## src/rtl/key_event_sched.sv

```systemverilog
// key_event_sched: queues key press/release edges and auto-repeat ticks for a valid/ready consumer
module key_event_sched #(
  parameter int DEPTH        = 8,
  parameter int REPEAT_DELAY = 50_000_000,
  parameter int REPEAT_RATE  = 10_000_000
) (
  input  logic                     clk,
  input  logic                     rst,
  input  logic                     key_valid,
  input  logic [8:0]               last_change,
  input  logic [511:0]             key_down,
  input  logic                     repeat_en,
  input  logic                     evt_ready,
  input  logic                     ovf_clr,
  output logic                     evt_valid,
  output logic [8:0]               evt_code,
  output logic [1:0]               evt_type,
  output logic [$clog2(DEPTH):0]   count,
  output logic                     overflow
);
  localparam int AW = $clog2(DEPTH);
  localparam logic [31:0] DLY_LIM = 32'(REPEAT_DELAY - 1);
  localparam logic [31:0] RATE_LIM = 32'(REPEAT_RATE - 1);
  localparam logic [AW:0] FULL_CNT = (AW+1)'(DEPTH);

  typedef enum logic [1:0] {IDLE, DELAY, RPT} state_t;

  state_t       state_q, state_d;
  logic [31:0]  timer_q, timer_d;
  logic [8:0]   trk_q, trk_d;
  logic [10:0]  mem_q [DEPTH];
  logic [AW-1:0] wp_q, rp_q;
  logic [AW:0]  cnt_q, cnt_d;
  logic         ovf_q, ovf_d;
  logic         is_press, hit, tick, full, pop, push, wr;
  logic [10:0]  wdata;

  assign is_press  = key_valid && key_down[last_change];
  assign hit       = (state_q != IDLE) && (timer_q == ((state_q == DELAY) ? DLY_LIM : RATE_LIM));
  assign tick      = hit && repeat_en && !key_valid;
  assign full      = cnt_q == FULL_CNT;
  assign evt_valid = cnt_q != '0;
  assign pop       = evt_valid && evt_ready;
  assign push      = key_valid || tick;
  assign wr        = push && (!full || pop);
  assign wdata     = key_valid ? {last_change, is_press ? 2'b00 : 2'b01} : {trk_q, 2'b10};
  assign evt_code  = evt_valid ? mem_q[rp_q][10:2] : '0;
  assign evt_type  = evt_valid ? mem_q[rp_q][1:0] : '0;
  assign count     = cnt_q;
  assign overflow  = ovf_q;

  // Repeat FSM: decoder edges take priority over timer expiry; a collision just restarts the timer
  always_comb begin
    state_d = state_q;
    trk_d   = trk_q;
    timer_d = (state_q == IDLE) ? '0 : timer_q + 32'd1;
    if (key_valid) begin
      if (is_press && (state_q == IDLE || last_change != trk_q)) begin
        trk_d   = last_change;
        timer_d = '0;
        state_d = DELAY;
      end else if (!is_press && state_q != IDLE && last_change == trk_q) begin
        timer_d = '0;
        state_d = IDLE;
      end else if (hit) begin
        timer_d = '0;
      end
    end else if (state_q != IDLE && !key_down[trk_q]) begin
      timer_d = '0;
      state_d = IDLE;
    end else if (hit) begin
      timer_d = '0;
      state_d = RPT;
    end
  end

  // Occupancy and sticky overflow; only dropped edges raise overflow, and a set beats a clear
  always_comb begin
    cnt_d = cnt_q + (AW+1)'(wr) - (AW+1)'(pop);
    ovf_d = (key_valid && full && !pop) || (ovf_q && !ovf_clr);
  end

  // State registers
  always_ff @(posedge clk) begin
    if (rst) begin
      state_q <= IDLE;
      timer_q <= '0;
      trk_q   <= '0;
      wp_q    <= '0;
      rp_q    <= '0;
      cnt_q   <= '0;
      ovf_q   <= 1'b0;
    end else begin
      state_q <= state_d;
      timer_q <= timer_d;
      trk_q   <= trk_d;
      wp_q    <= wr ? wp_q + 1'b1 : wp_q;
      rp_q    <= pop ? rp_q + 1'b1 : rp_q;
      cnt_q   <= cnt_d;
      ovf_q   <= ovf_d;
    end
  end

  // Queue storage; stale contents are masked by the empty check on the outputs
  always_ff @(posedge clk) begin
    if (wr) mem_q[wp_q] <= wdata;
  end
endmodule
```

## config.mk

```make
export PLATFORM = sky130hd
export DESIGN_NAME = key_event_sched
export DESIGN_NICKNAME = d
export VERILOG_FILES = /design/src/rtl/key_event_sched.sv
export SDC_FILE = /design/constraint.sdc
export NUM_CORES = 1
export LEC_CHECK = 0
export CORE_AREA = 2 2 209 211
export DETAILED_ROUTE_END_ITERATION = 8
export DIE_AREA = 0 0 211 213
export PLACE_DENSITY_LB_ADDON = 0.15
export SYNTH_ARGS = -nofsm -noshare
export SYNTH_HDL_FRONTEND = slang
export SYNTH_SLANG_ARGS = --single-unit
```

## constraint.sdc

```tcl
create_clock -name clk -period 3.57 [get_ports clk]
set_clock_uncertainty 0.15 [all_clocks]
set_input_delay 0.714 -clock clk [delete_from_list [all_inputs] [get_ports clk]]
set_output_delay 0.714 -clock clk [all_outputs]
set_load 0.01 [all_outputs]
```

==> metrics.txt, run 1 <==
CP Launch Type=primary input; cells on worst reg2reg path=12; WL final=72100 um; nets=2395; fin crit period=3530 ps; WHS=323 ps; initial antenna violation count=12; DRT iter0 DRCs=1358; Post-synth EDFFs=88; # IOs=544; First-pass DRT Iterations=5; # H-tree levels=4; Pwr Density=318 mW/mm2; Top FF cell, synth=edfxtp_1; die extent in y=213 um; Final period util=98.8%; Root Driver=clkbuf_16; CTS Buffer Depth=2; vias after detailed routing=14800; crit end category=register; register area share after synthesis=25.1%; Rel. slew slack=41.1%; total core area=0.0427 mm2; largest net degree at the start of global routing=42; worst path required time=3710 ps; # fillers=3677; hold depth=2; Final ANT Viol Nets=0; crit-path cells=clkdlybuf4s50_1 > mux4_2 > mux2i_1 > nor3_1 > or4_4 > o32a_1 > buf_4 > a21oi_2 > nor3_4 > nor3_4 > buf_6 > clkbuf_16 > nor3_2; Initial Util=35.2%; Post-DP HPWL=59900 um; IO Port Bufs=543; CP delay by family, top=buffers and inverters; Ys Warns=0; final core occ=53.7%; first-pass GRT wire length=102000 um; number of remaining DRC errors=0; cell taking the most area after synthesis=mux4_2; ranking of synthesized cells by area=mux4_2 (35%), edfxtp_1 (18%), mux2i_1 (9.0%); Critical Path AT=3670 ps; Post-synth ARST share=0%; Setup Viol. Count Final=0; GRT Total Usage=31.2%; Clk pin slew, worst setup/hold paths=60 ps; Num CTS Buffers=17; # clock sinks=145; Cell Rows=76; Hold Buf Count CTS=0; worst min-delay path category=register to register; CP Max Fanout=8; Seq cells post-synth=145; endpoints failing hold=0; Layout area overhead=52.4%; DR vias/cell=6.10; post-synth top area share=34.7%; Finished Layout Cells=2427; Synth Instances=1230; Post-Place Cells=2372; max-cap violations=0; die span in x=211 um; syn nets=1766; CTS tree=done; worst slack at placement=-459 ps; layout cell share with drive strength beyond 1=28.4%; Worst-Margin Slew=875 ps; Worst Slack Setup Final=42.8 ps; most used cell, CP=nor3_4; Mapped Area=0.0150 mm2; slowest CP cell=or4_4; critical path depth in cells=13; Congestion Overflow GR=0; RSZ-0062 raised after global routing=true; P_leak=7.75 nW; die area=0.0449 mm2; syn_area_per_cell=12.2 um2; status=finished, final reports clean; final-report max-slew violation count=0; Skew-Pair Late Insertion Delay=420 ps; vias in the first global route=15400; crit-path max cell delay=520 ps; DR WL/cell=29.7 um; routability congestion estimate=0.960; Buf/Inv on CP=4; Peak VDD IR=0.000327 V; Peak Freq=284 MHz; critical setup path kind=primary input to register; Synth cell types=71
## worst register-to-register path: stages (launching register included)
cell       delay [ps]
dfxtp_2           480
buf_4             450
nor2b_1           300
buf_4             230
a221oi_1          240
o21ai_0           150
a31oi_1           300
nand4_1           170
a21oi_2           280
nor3_4             70
buf_6             140
clkbuf_16         160
nor3_2            200
## Yosys cell counts (all sizes together) (25+ instances only)
library cell	n
a22oi	70
nor2	62
nor3	45
nor2b	26
nand3	35
clkbuf	37
nand2	64
dfxtp	57
mux4	232
edfxtp	88
buf	81
mux2i	135
xor2	25
a21oi	29
## metrics by stage
stage | setup TNS (ps) | cell area [um2] | power [mW]
CTS | 0 | 22700 | 7.27
floorplan | -79.8 | 15000 | 3.81
global placement | -20520 | 22000 | 5.44
global route | -47.2 | 22900 | 7.63
finish | 0 | 22900 | 7.30
detailed placement | -19360 | 22000 | 5.47
## cell families (layout without fill, tap and decap cells)
| group | after synthesis | in the layout | share of synthesized area [%] |
|---|---|---|---|
| mux | 383 | 383 | 44.9 |
| simple gates | 328 | 328 | 12.5 |
| compound gates | 189 | 189 | 9.20 |
| flops | 145 | 145 | 25.1 |
| buf+inv | 131 | 773 | 4.89 |
| xor+xnor | 45 | 45 | 2.62 |
| fa+ha+maj | 9 | 9 | 0.798 |
| other cells | 0 | 9 | 0 |
## flip-flops by register name (all words and copies together) (netlist names), named ones only
name / cells
mem_q: 88
timer_q: 32
trk_q: 9
count: 4
rp_q: 3
wp_q: 3
state_q: 2
overflow: 1
## final cells by class
class | instances | area [um2] | area share [%]
Timing Repair Buffer | 728 | 7210 | 31.4
Antenna cell | 9 | 22.5 | 0.0982
Multi-Input combinational cell | 954 | 10600 | 46.2
Sequential cell | 145 | 3800 | 16.6
Clock inverter | 14 | 155 | 0.676
Tap cell | 546 | 683 | 2.98
Inverter | 13 | 48.8 | 0.213
Clock buffer | 18 | 429 | 1.87
## cell usage in the layout (no fill, tap or decap), types with 6 or more instances in the layout
master,netlist,layout
clkdlybuf4s50_1,0,538
mux4_2,232,232
buf_4,18,155
mux2i_1,135,134
edfxtp_1,88,88
a22oi_1,70,69
nand2_1,64,64
nor2_1,62,62
dfxtp_1,57,51
nand3_1,35,35
nor3_2,30,30
a21oi_1,28,27
xor2_1,25,25
nor2b_1,25,24
clkbuf_16,0,21
nand4_1,20,20
xnor2_1,20,20
buf_12,0,20
mux2_2,16,16
nand2b_1,16,16
nor3_1,13,13
o22ai_1,13,13
inv_1,12,12
and3_1,12,12
diode_2,0,9
a31oi_1,8,8
o21ai_0,8,8
ha_1,8,8
and2_1,9,7
a221oi_1,10,7
a22o_1,7,7
nor3b_1,7,7
nor4_1,6,6
## path summary, 6_finish.rpt
path	startpoint	endpoint	slack, ps
worst max-delay path	key_down[453]	timer_q[5]$_SDFF_PP0_	40
worst min-delay path	overflow$_SDFF_PP0_	overflow$_SDFF_PP0_	320
worst max register to register	trk_q[3]$_SDFFE_PP0P_	timer_q[29]$_SDFF_PP0_	170
worst min register to register	overflow$_SDFF_PP0_	overflow$_SDFF_PP0_	320
## routing by layer
layer  wire length, um  GRT usage [%]  vias up
met5                48              0        -
met4              2430           10.9        8
met3              4850           5.00      126
met2             36500           53.9      782
met1             28300           39.9     7506
li1                  -              -     6382
## power by group
group / switching [mW] / leakage (nW) / internal (mW)
combinational: 1.57 / 6.20 / 1.96
clock: 0.734 / 0.277 / 1.04
sequential: 0.0885 / 1.28 / 1.91
## what timing repair did
action / 4_1_cts / 5_1_grt
resized for setup: 6 / 18
cloned: 1 / 4
buffers inserted: 3 / 6
pin swaps: 2 / 4
setup endpoints to repair: 3 / 51
No activity file was read; power rests on OpenSTA's default activity.
==> run 2: changes to the inputs <==
- GPL_TIMING_DRIVEN: unset -> 0
==> metrics.txt, run 2 (synthesis gave the netlist of run 1 again) <==
combinational share of power=49.6%; total core area=0.0427 mm2; GR Layer Usage met3=9.22%; crit-path max cell delay=490 ps; routability congestion estimate=1.04; Num CTS Buffers=17; # IOs=544; GRT Total Usage=37.9%; Setup Viol. Count Final=0; Hold Buf Count CTS=0; Skew-Pair Late Insertion Delay=430 ps; max-cap violations=0; Post-Place Cells=2321; CTS tree=done; First-pass DRT Iterations=5; Peak VDD IR=0.000422 V; die span in x=211 um; die extent in y=213 um; fin crit period=3540 ps; Seq pwr share=26.5%; Peak Freq=283 MHz; status=finished, final reports clean; nets=2346; CP Max Fanout=10; number of remaining DRC errors=0; die area=0.0449 mm2; crit-path cells=clkdlybuf4s50_1 > mux4_2 > a22o_1 > a221oi_2 > o2111ai_1 > or4_4 > nand4_1 > a21oi_2 > nor3_4 > buf_12 > buf_12 > nor3_2; Largest Register=mem_q; endpoints failing hold=0; hold depth=2; DR WL/cell=36.3 um; max reg flops=88; Rel. slew slack=16.1%; leading cell type in the layout, fill and taps excluded=clkdlybuf4s50_1; IO Port Bufs=539; # fillers=3797; Layout area overhead=52.4%; Clk pin slew, worst setup/hold paths=70 ps; r2r setup slk=80 ps; slowest CP cell=mux4_2; Int Power=4.81 mW; clock network power share=23.9%; P_leak=7.64 nW; cells on worst reg2reg path=13; Cell Rows=76; Finished Layout Cells=2392; worst min-delay path category=register to register; vias after detailed routing=15900; worst slack at placement=-1530 ps; Critical Path AT=3660 ps; DRT iter0 DRCs=1944; GRT met1 Usage=44.0%; CP Launch Type=primary input; P_sw=2.73 mW; met2 GRT Util=62.6%; DR vias/cell=6.67; Worst Slack Setup Final=33.6 ps; vias in the first global route=16300; worst path required time=3700 ps; switching share of total power=36.2%; Pwr Total=7.54 mW; Congestion Overflow GR=0; Final ANT Viol Nets=0; Most Crowded Layer GR=met2; Final period util=99.1%; Initial Util=35.2%; final-report max-slew violation count=0; Register Area=0.00378 mm2; WL final=86900 um; critical setup path kind=primary input to register; most used cell, CP=buf_12; crit end category=register; layout cell share with drive strength beyond 1=27.0%; final instance area=0.0229 mm2; most frequent cells in the layout=clkdlybuf4s50_1 (528), mux4_2 (232), mux2i_1 (130), edfxtp_1 (88), a22oi_1 (70); largest net degree at the start of global routing=19; CTS Buffer Depth=2; multi-input logic area=0.0109 mm2; dpl cell area=0.0212 mm2; Root Driver=clkbuf_16; Pwr Density=329 mW/mm2; Worst-Margin Slew=1250 ps; # H-tree levels=4; # clock sinks=145; Post-DP HPWL=70400 um; first-pass GRT wire length=119000 um; Largest regs=mem_q x88, timer_q x32, trk_q x9; initial antenna violation count=22
run 2: cell types whose count changed in the layout (fill, tap and decap cells not counted), moves of 7 or more:
cell,change
buf_4,-126
buf_6,+21
buf_8,+21
clkbuf_1,+16
diode_2,+14
nor3_4,+12
clkbuf_2,+11
clkdlybuf4s50_1,-10
nor3_2,-8
dlymetal6s2s_1,+7
run 2: layout make-up:
cell class | instances | area share (%)
Antenna cell | 23 | 0.251
Buffer | 113 | 5.28
Clock buffer | 17 | 1.85
Clock inverter | 15 | 0.818
Inverter | 13 | 0.218
Multi-Input combinational cell | 954 | 47.3
Sequential cell | 145 | 16.5
Tap cell | 546 | 2.98
Timing Repair Buffer | 566 | 24.8
run 2: worst paths after layout:
check	endpoint	from
max	timer_q[2]$_SDFF_PP0_	key_down[219]
min	overflow$_SDFF_PP0_	overflow$_SDFF_PP0_
max reg2reg	timer_q[29]$_SDFF_PP0_	trk_q[4]$_SDFFE_PP0P_
min reg2reg	overflow$_SDFF_PP0_	overflow$_SDFF_PP0_
run 2: timing repair:
action | 4_1_cts | 5_1_grt
buffers inserted | 12 | 9
pin swaps | 6 | 9
setup endpoints to repair | 150 | 138
resized for setup | 151 | 109
run 2: power by group through the flow:
stage | sequential, mW | combinational (mW) | clock, mW
final | 2.00 | 3.74 | 1.80
after global routing | 2.01 | 3.88 | 1.89
after CTS | 1.99 | 3.58 | 1.82
after detailed placement | 2.03 | 3.46 | 0
after global placement | 2.02 | 3.40 | 0
after floorplan | 2.01 | 1.80 | 0
run 2: stage by stage:
step                      util (%)  hold WS (ps)  TNS, ps
after floorplan                  -           304    -79.8
after global placement        49.5           314  -153060
after detailed placement      49.7           330   -98230
after CTS                     52.4           344    -10.8
after global routing          53.7           371     -212
final                         53.7           339        0
run 2: worst max-delay path: cells and delay by family:
family,cells,cell delay [ps]
multiplexers,1,490
buffers and inverters,3,750
AO/OA/AOI/OAI,4,780
AND/OR/NAND/NOR,4,910
run 2: metal layers:
layer,part of all wire [%],wire length (um)
met1,34,29800
met4,7.1,6180
met3,10,8930
met5,0.015,13
met2,48,41900
